--- src/rtl/program_loader.sv ---
// Streams host bytes into the 16x8 program RAM from address 0, holding the CPU in reset meanwhile.
// Optional readback verify of the written image is enabled by PROGRAM_LOADER_READBACK_EN.
module program_loader #(
    parameter int unsigned ADDR_W = 4,
    parameter int unsigned DATA_W = 8
) (
    input  logic              clk,
    input  logic              reset,
    input  logic              start,
    input  logic [ADDR_W-1:0] len,
    input  logic [DATA_W-1:0] in_data,
    input  logic              in_valid,
    output logic              in_ready,
    output logic              mem_we,
    output logic [ADDR_W-1:0] mem_addr,
    output logic [DATA_W-1:0] mem_wdata,
    input  logic [DATA_W-1:0] mem_rdata,
    output logic              cpu_reset,
    output logic              busy,
    output logic              done,
    output logic              err,
    output logic [DATA_W-1:0] checksum
);

    typedef enum logic [1:0] {StIdle, StLoad, StFinish, StVerify} state_e;

    state_e state_q, state_d;

    logic [ADDR_W-1:0] last_q, last_d;
    logic [ADDR_W-1:0] addr_q, addr_d;
    logic              mem_we_q, mem_we_d;
    logic [ADDR_W-1:0] mem_addr_q, mem_addr_d;
    logic [DATA_W-1:0] mem_wdata_q, mem_wdata_d;
    logic [DATA_W-1:0] checksum_q, checksum_d;
    logic              cpu_reset_q, cpu_reset_d;
    logic              busy_q, busy_d;
    logic              done_q, done_d;
    logic              xfer;

`ifdef PROGRAM_LOADER_READBACK_EN
    // One extra bit: the verify step counter runs up to last+2.
    logic [ADDR_W:0]   vcnt_q, vcnt_d;
    logic [ADDR_W:0]   last_ext;
    logic [DATA_W-1:0] rd_sum_q, rd_sum_d;
    logic              err_q, err_d;
    logic              mismatch;

    assign last_ext = {1'b0, last_q};
    assign mismatch = (rd_sum_q != checksum_q);
    assign err      = err_q;
`else
    logic unused_rdata;
    assign unused_rdata = ^mem_rdata;
    assign err          = 1'b0;
`endif

    assign xfer = (state_q == StLoad) && in_valid;

    // State register
    always_ff @(posedge clk or posedge reset) begin
        if (reset) begin
            state_q <= StIdle;
        end else begin
            state_q <= state_d;
        end
    end

    // Next-state logic
    always_comb begin
        state_d = state_q;
        unique case (state_q)
            StIdle: begin
                if (start) state_d = StLoad;
            end
            StLoad: begin
                if (xfer && (addr_q == last_q)) begin
`ifdef PROGRAM_LOADER_READBACK_EN
                    state_d = StVerify;
`else
                    state_d = StFinish;
`endif
                end
            end
            StFinish: state_d = StIdle;
            StVerify: begin
`ifdef PROGRAM_LOADER_READBACK_EN
                if (vcnt_q == last_ext + (ADDR_W + 1)'(2)) state_d = StIdle;
`else
                state_d = StIdle;
`endif
            end
            default: state_d = StIdle;
        endcase
    end

    // Datapath and registered-output next values
    always_comb begin
        last_d      = last_q;
        addr_d      = addr_q;
        mem_we_d    = 1'b0;
        mem_addr_d  = mem_addr_q;
        mem_wdata_d = mem_wdata_q;
        checksum_d  = checksum_q;
        cpu_reset_d = cpu_reset_q;
        busy_d      = busy_q;
        done_d      = 1'b0;
`ifdef PROGRAM_LOADER_READBACK_EN
        vcnt_d      = vcnt_q;
        rd_sum_d    = rd_sum_q;
        err_d       = err_q;
`endif
        unique case (state_q)
            StIdle: begin
                if (start) begin
                    last_d      = len;
                    addr_d      = '0;
                    checksum_d  = '0;
                    cpu_reset_d = 1'b1;
                    busy_d      = 1'b1;
`ifdef PROGRAM_LOADER_READBACK_EN
                    vcnt_d      = '0;
                    rd_sum_d    = '0;
                    err_d       = 1'b0;
`endif
                end
            end
            StLoad: begin
                if (xfer) begin
                    mem_we_d    = 1'b1;
                    mem_addr_d  = addr_q;
                    mem_wdata_d = in_data;
                    checksum_d  = checksum_q + in_data;
                    addr_d      = addr_q + ADDR_W'(1);
                end
            end
            StFinish: begin
                done_d      = 1'b1;
                busy_d      = 1'b0;
`ifdef PROGRAM_LOADER_READBACK_EN
                cpu_reset_d = err_q;
`else
                cpu_reset_d = 1'b0;
`endif
            end
            StVerify: begin
`ifdef PROGRAM_LOADER_READBACK_EN
                // Step j drives address j and accumulates rdata of address j-1.
                vcnt_d = vcnt_q + (ADDR_W + 1)'(1);
                if (vcnt_q <= last_ext) mem_addr_d = vcnt_q[ADDR_W-1:0];
                if ((vcnt_q != '0) && (vcnt_q <= last_ext + (ADDR_W + 1)'(1))) begin
                    rd_sum_d = rd_sum_q + mem_rdata;
                end
                if (vcnt_q == last_ext + (ADDR_W + 1)'(2)) begin
                    done_d      = 1'b1;
                    busy_d      = 1'b0;
                    err_d       = mismatch;
                    cpu_reset_d = mismatch;
                end
`endif
            end
            default: ;
        endcase
    end

    always_ff @(posedge clk or posedge reset) begin
        if (reset) begin
            last_q      <= '0;
            addr_q      <= '0;
            mem_we_q    <= 1'b0;
            mem_addr_q  <= '0;
            mem_wdata_q <= '0;
            checksum_q  <= '0;
            cpu_reset_q <= 1'b1;
            busy_q      <= 1'b0;
            done_q      <= 1'b0;
`ifdef PROGRAM_LOADER_READBACK_EN
            vcnt_q      <= '0;
            rd_sum_q    <= '0;
            err_q       <= 1'b0;
`endif
        end else begin
            last_q      <= last_d;
            addr_q      <= addr_d;
            mem_we_q    <= mem_we_d;
            mem_addr_q  <= mem_addr_d;
            mem_wdata_q <= mem_wdata_d;
            checksum_q  <= checksum_d;
            cpu_reset_q <= cpu_reset_d;
            busy_q      <= busy_d;
            done_q      <= done_d;
`ifdef PROGRAM_LOADER_READBACK_EN
            vcnt_q      <= vcnt_d;
            rd_sum_q    <= rd_sum_d;
            err_q       <= err_d;
`endif
        end
    end

    // Output logic
    always_comb begin
        in_ready  = (state_q == StLoad);
        mem_we    = mem_we_q;
        mem_addr  = mem_addr_q;
        mem_wdata = mem_wdata_q;
        cpu_reset = cpu_reset_q;
        busy      = busy_q;
        done      = done_q;
        checksum  = checksum_q;
    end

endmodule

--- config.mk ---
export PLATFORM = sky130hd
export DESIGN_NAME = program_loader
export DESIGN_NICKNAME = d
export VERILOG_FILES = /design/src/rtl/program_loader.sv
export SDC_FILE = /design/constraint.sdc
export NUM_CORES = 1
export LEC_CHECK = 0
export CAP_MARGIN = 15
export CORE_AREA = 2 2 72 74
export DETAILED_ROUTE_END_ITERATION = 8
export DIE_AREA = 0 0 74 76
export DONT_BUFFER_PORTS = 1
export PLACE_DENSITY = 0.58
export SETUP_SLACK_MARGIN = 0.4
export SLEW_MARGIN = 20
export SYNTH_ARGS = -nofsm -noshare
export SYNTH_HDL_FRONTEND = slang
export SYNTH_SLANG_ARGS = --single-unit
--- constraint.sdc ---
create_clock -name clk -period 2.25 [get_ports clk]
set_input_delay 0.45 -clock clk [delete_from_list [all_inputs] [get_ports clk]]
set_output_delay 0.45 -clock clk [all_outputs]
set_load 0.1 [all_outputs]
; ---- After elaboration in Yosys (flattened, before gate mapping)
; Index checks and enable logic that the tools add are counted.
[word_totals]
regBits = 34
output_inout_bits = 26
elab_cells = 44
[classes]
addsub = 2
eq_ne = 7
mux = 14
n_reduce_logical = 11
[op_table]
columns = operator, count
row1 = $mux W8, 2
row2 = $pmux W8 S2, 1
row3 = $add A8 B8 Y8, 1
row4 = $mux W4, 2
row5 = $pmux W4 S2, 1
row6 = $reduce_and A2 Y1, 4
row7 = $pmux W2 S3, 1
row8 = $add A4 B1 Y4 const B, 1
row9 = $eq A2 B2 Y1 const B, 2
row10 = $eq A4 B4 Y1, 1
row11 = $mux W1, 4
row12 = $mux W2, 2
row13 = $ne A2 B1 Y1 const B, 2
row14 = $reduce_bool A2 Y1, 2
row15 = $reduce_and A3 Y1, 1
row16 = $eq A2 B1 Y1 const B, 1
row17 = $logic_and A1 B1 Y1, 2
row18 = $logic_not A2 Y1, 1
row19 = $ne A2 B2 Y1 const B, 1
row20 = $pmux W1 S2, 1
row21 = $reduce_or A2 Y1, 1

; ---- Depth between registers and ports, before layout
[logic_depth]
ltp_word = 5
ltp_mapped = 8
ltp_nobuf = 8

; ---- Worst setup path before layout
; Ideal clock, no wire load.
[synth_timing]
path_type = reg-to-reg
start = reg state_q[1]
end = reg checksum_q[7] (netlist: checksum[7])
arrival_ps = 2629
t_required_ps = 2127
slack_ps = -502
path_stages_with_launch = 7
n_path_buf = 0
synth_period_minus_slack_ps = 2752
cell_sequence = dfrtp_1 -> nor2b_1 -> nand2_1 -> inv_1 -> nor2_1 -> o21bai_1 -> a22o_2
[synth_between]
elab_chain_len = 4
elab_cells_between_ends = 8
[synth_rtl]
columns = item, line
row1 = from (decl), 27  ; state_e state_q, state_d;
row2 = from (signal assigned), 62  ; state_q <= StIdle;
row3 = from (signal assigned), 64  ; state_q <= state_d;
row4 = $eq A2 B1 Y1 (*), --
row5 = via in_ready, 13  ; output logic in_ready,
row6 = $logic_and A1 B1 Y1, 57  ; assign xfer = (state_q == StLoad) && in_valid;
row7 = $ne A2 B1 Y1 (no line), --
row8 = $reduce_and A3 Y1 (no line), --
row9 = to (signal assigned), 187  ; checksum_q <= checksum_d;
row10 = to (decl), 34  ; logic [DATA_W-1:0] checksum_q, checksum_d;
; The timed path passes the listed nets; every way through them passes the cells marked *.
; A chain may end at the register's enable or synchronous reset.

; ---- Final worst setup path
[layout_timing]
start = reg checksum_q[0] (netlist: checksum[0])
end = reg checksum_q[7] (netlist: checksum[7])
[layout_between]
elab_chain_len = 3
[layout_rtl]
columns = item, line
row1 = $add A8 B8 Y8, 132  ; checksum_d = checksum_q + in_data;
row2 = $mux W8, 128  ; if (xfer) begin
row3 = $pmux W8 S2, 112  ; unique case (state_q)
; Every way passes these cells. The select of a mux whose other input is x is not followed.

==> impl_metrics.yaml <==
global_route:
  grt_max_degree: 35
  grt_use_met1: 0.158
  antenna_found_initial: 0
  grt_use_met3: 0.0556
  busiest_layer: "met2"
  use_met2: 0.223
  grt_remaining_overflow: 0
  grt_pass1_wl_um: 5890
  grt_pass1_vias: 1204
  grt_util_all_layers: 0.139
route:
  vias: 1190
  route.antenna.remaining_nets: 0
  routed_wl_um: 3570
  routed_via_density: 4.61
  avgRoutedWirePerCell_um: 13.8
  drc: 0
  drt_iter0_markers: 89
  drt_pass1_iterations: 4
floorplanning:
  die_x_um: 74
  initial_core_util: 0.326
  rows: 26
  io_pins: 50
  core_mm2: 0.00491
  die-area_mm2: 0.00562
  die_h_um: 76
logic_synthesis:
  synth_area_per_cell_um2: 10.5
  postSynthCellCount: 153
  ys_seq_area_frac: 0.532
  ys_warn_count: 0
  ys_top_cells_by_count: "nand2_1 (45), dfrtp_1 (33), ha_1 (8), o21ai_0 (8), xor2_1 (7)"
  synth_area_leader_cell: "dfrtp_1"
  synth-seq-cells: 34
  synth.net_count: 186
  synth_enable_flop_cells: 0
  yosys.area.top_type_share: 0.516
  dominantRegCellSynth: "dfrtp_1"
  synth_most_common_cell: "nand2_1"
  synthTopCellsByArea: "dfrtp_1 (52%), nand2_1 (11%), ha_1 (6.3%), xor2_1 (3.8%), mux2_2 (2.8%)"
  synth.distinct_cells: 32
  synth_area_mm2: 0.00160
  async_flop_share: 1.00
sta:
  setup_viol: 0
  slew_headroom: 0.479
  finalHoldViolations: 0
  fmax_ghz: 0.496
  period_needed_ps: 2020
  finalCritPeriodShare: 0.896
  whs_ps: 151
  fin_setup_tns_ps: 0
  slew_violations: 0
  skew_ps: 7.34
  grt_setup_unrepaired: "yes"
  worst_slew_pin_slew_ps: 778
clock_network:
  cts-buffers-inserted: 5
  holdBufCountCts: 0
  cts_sinks: 34
  insertion_delay_ps: 280
  tritoncts: "built"
  cts.clk_slew.worst_paths_ps: 70
  ctsRootBufferMaster: "clkbuf_8"
  cts.path.max_buffers: 2
  cts.htree.levels: 2
cells_and_area:
  drive_gt1_frac: 0.340
  areaGrowthSynthToFinish_pct: 29.8
  n_antenna_cell: 0
  nNetsFinal: 220
place:
  gp_congestion: 0.781
  port_buffers: 0
  dpl.hpwl_um: 2500
worst_setup_path:
  cp.required_ps: 2420
  r2r_cells: 8
  crit_chain: "ha_4 -> buf_4 -> a211oi_4 -> o21bai_2 -> o41ai_2 -> xnor2_1 -> o21bai_1 -> a22o_2"
  crit_buf_inv: 1
  cp.arrival_ps: 2190
  path_delay_family: "compound AO/OA/AOI/OAI gates"
  critPathSlowestCell: "dfrtp_4"
  critPathMaxStageDelay_ps: 490
  start_kind: "flop"
  crit_path_end_kind: "flop"
  r2r_start: "checksum[0]"
  r2r-end: "checksum[7]"
  r2r_setup_slack_ps: 230
  path_class: "reg2reg"
  cp_max_fo: 3
status:
  status: "complete, no violations"
run:
  cap_violations: 0
min_path:
  min_path_type: "in2async"
cell families after synthesis:
family,after synthesis,synth area share
flops,34,0.532
buf+inv,10,0.0344
other cells,1,0.00234
mux,4,0.0281
fa+ha+maj,9,0.0750
compound gates,28,0.126
simple gates,56,0.142
xor+xnor,11,0.0602
repair_timing:
item	in CTS	in global routing
gates cloned	0	0
buffers inserted	2	3
pin swaps	6	13
setup endpoints to repair	2	3
gates resized for setup	5	5
routing by layer:
metal / wire [um] / vias up / part of all wire
li1: - / 576 / -
met1: 1440 / 567 / 0.40
met2: 1800 / 36 / 0.50
met3: 232 / 11 / 0.065
met4: 95 / 0 / 0.027
met5: 0 / - / 0
worst register-to-register path, cell delays in order (launching register included):
cell      delay (ps)
dfrtp_4          490
ha_4             180
buf_4            140
a211oi_4         260
o21bai_2         120
o41ai_2          240
xnor2_1          180
o21bai_1          80
a22o_2           210
final cells by class:
| type | instances | area (um2) |
|---|---|---|
| well taps | 70 | 87.6 |
| clock buffers | 7 | 86.3 |
| flip-flops and latches | 34 | 868 |
| clock inverters | 1 | 5.00 |
| repair buffers | 33 | 251 |
| fillers | 483 | 2830 |
| multi-input cells | 109 | 764 |
| inverters | 4 | 15.0 |
worst max path at each step:
stage | depth (start not counted) | slack [ps] | end | from
detailed placement | 8 | 240 | checksum[6] | checksum[0]
finish | 8 | 230 | checksum[7] | checksum[0]
global route | 8 | 140 | checksum[6] | checksum[0]
CTS | 8 | 240 | checksum[6] | checksum[0]
global placement | 7 | 260 | checksum[7] | checksum[1]
floorplan | 8 | 170 | checksum[6] | checksum[0]
flip-flops by register name, indices dropped and copies added (netlist names):
register   cells
state_q        2
checksum       8
busy           1
mem_addr       4
last_q         4
mem_wdata      8
cpu_reset      1
addr_q         4
done           1
mem_we         1
stage by stage:
stage	cell area (um2)	worst slack (ps)	instances	util
CTS	2030	240	255	0.413
floorplan	1640	169	153	-
global placement	1900	261	245	0.387
global route	2080	143	258	0.423
finish	2080	234	258	0.423
detailed placement	1900	237	245	0.387
cell usage in the layout, fill, tap and decap left out, drive strengths merged:
| cell | netlist | final |
|---|---|---|
| a21o | 5 | 5 |
| o21ai | 8 | 8 |
| nand4 | 1 | 1 |
| nor2b | 1 | 1 |
| xnor2 | 4 | 4 |
| mux2 | 4 | 4 |
| a22o | 4 | 4 |
| o21bai | 3 | 3 |
| dfstp | 1 | 1 |
| conb | 1 | 1 |
| nor3b | 2 | 2 |
| dfrtp | 33 | 33 |
| fa | 1 | 1 |
| a21oi | 4 | 4 |
| clkinv | 0 | 1 |
| o211ai | 1 | 1 |
| nor2 | 4 | 4 |
| o41ai | 1 | 1 |
| xor2 | 7 | 7 |
| ha | 8 | 8 |
| a211oi | 2 | 2 |
| nor3 | 1 | 1 |
| clkbuf | 1 | 7 |
| buf | 5 | 33 |
| inv | 4 | 4 |
| nand2b | 1 | 1 |
| nand2 | 45 | 45 |
| nand3 | 1 | 1 |
Power is left out: the tool's default activity adds up to more than one toggle a clock period on the data nets, which glitch-free logic cannot reach.
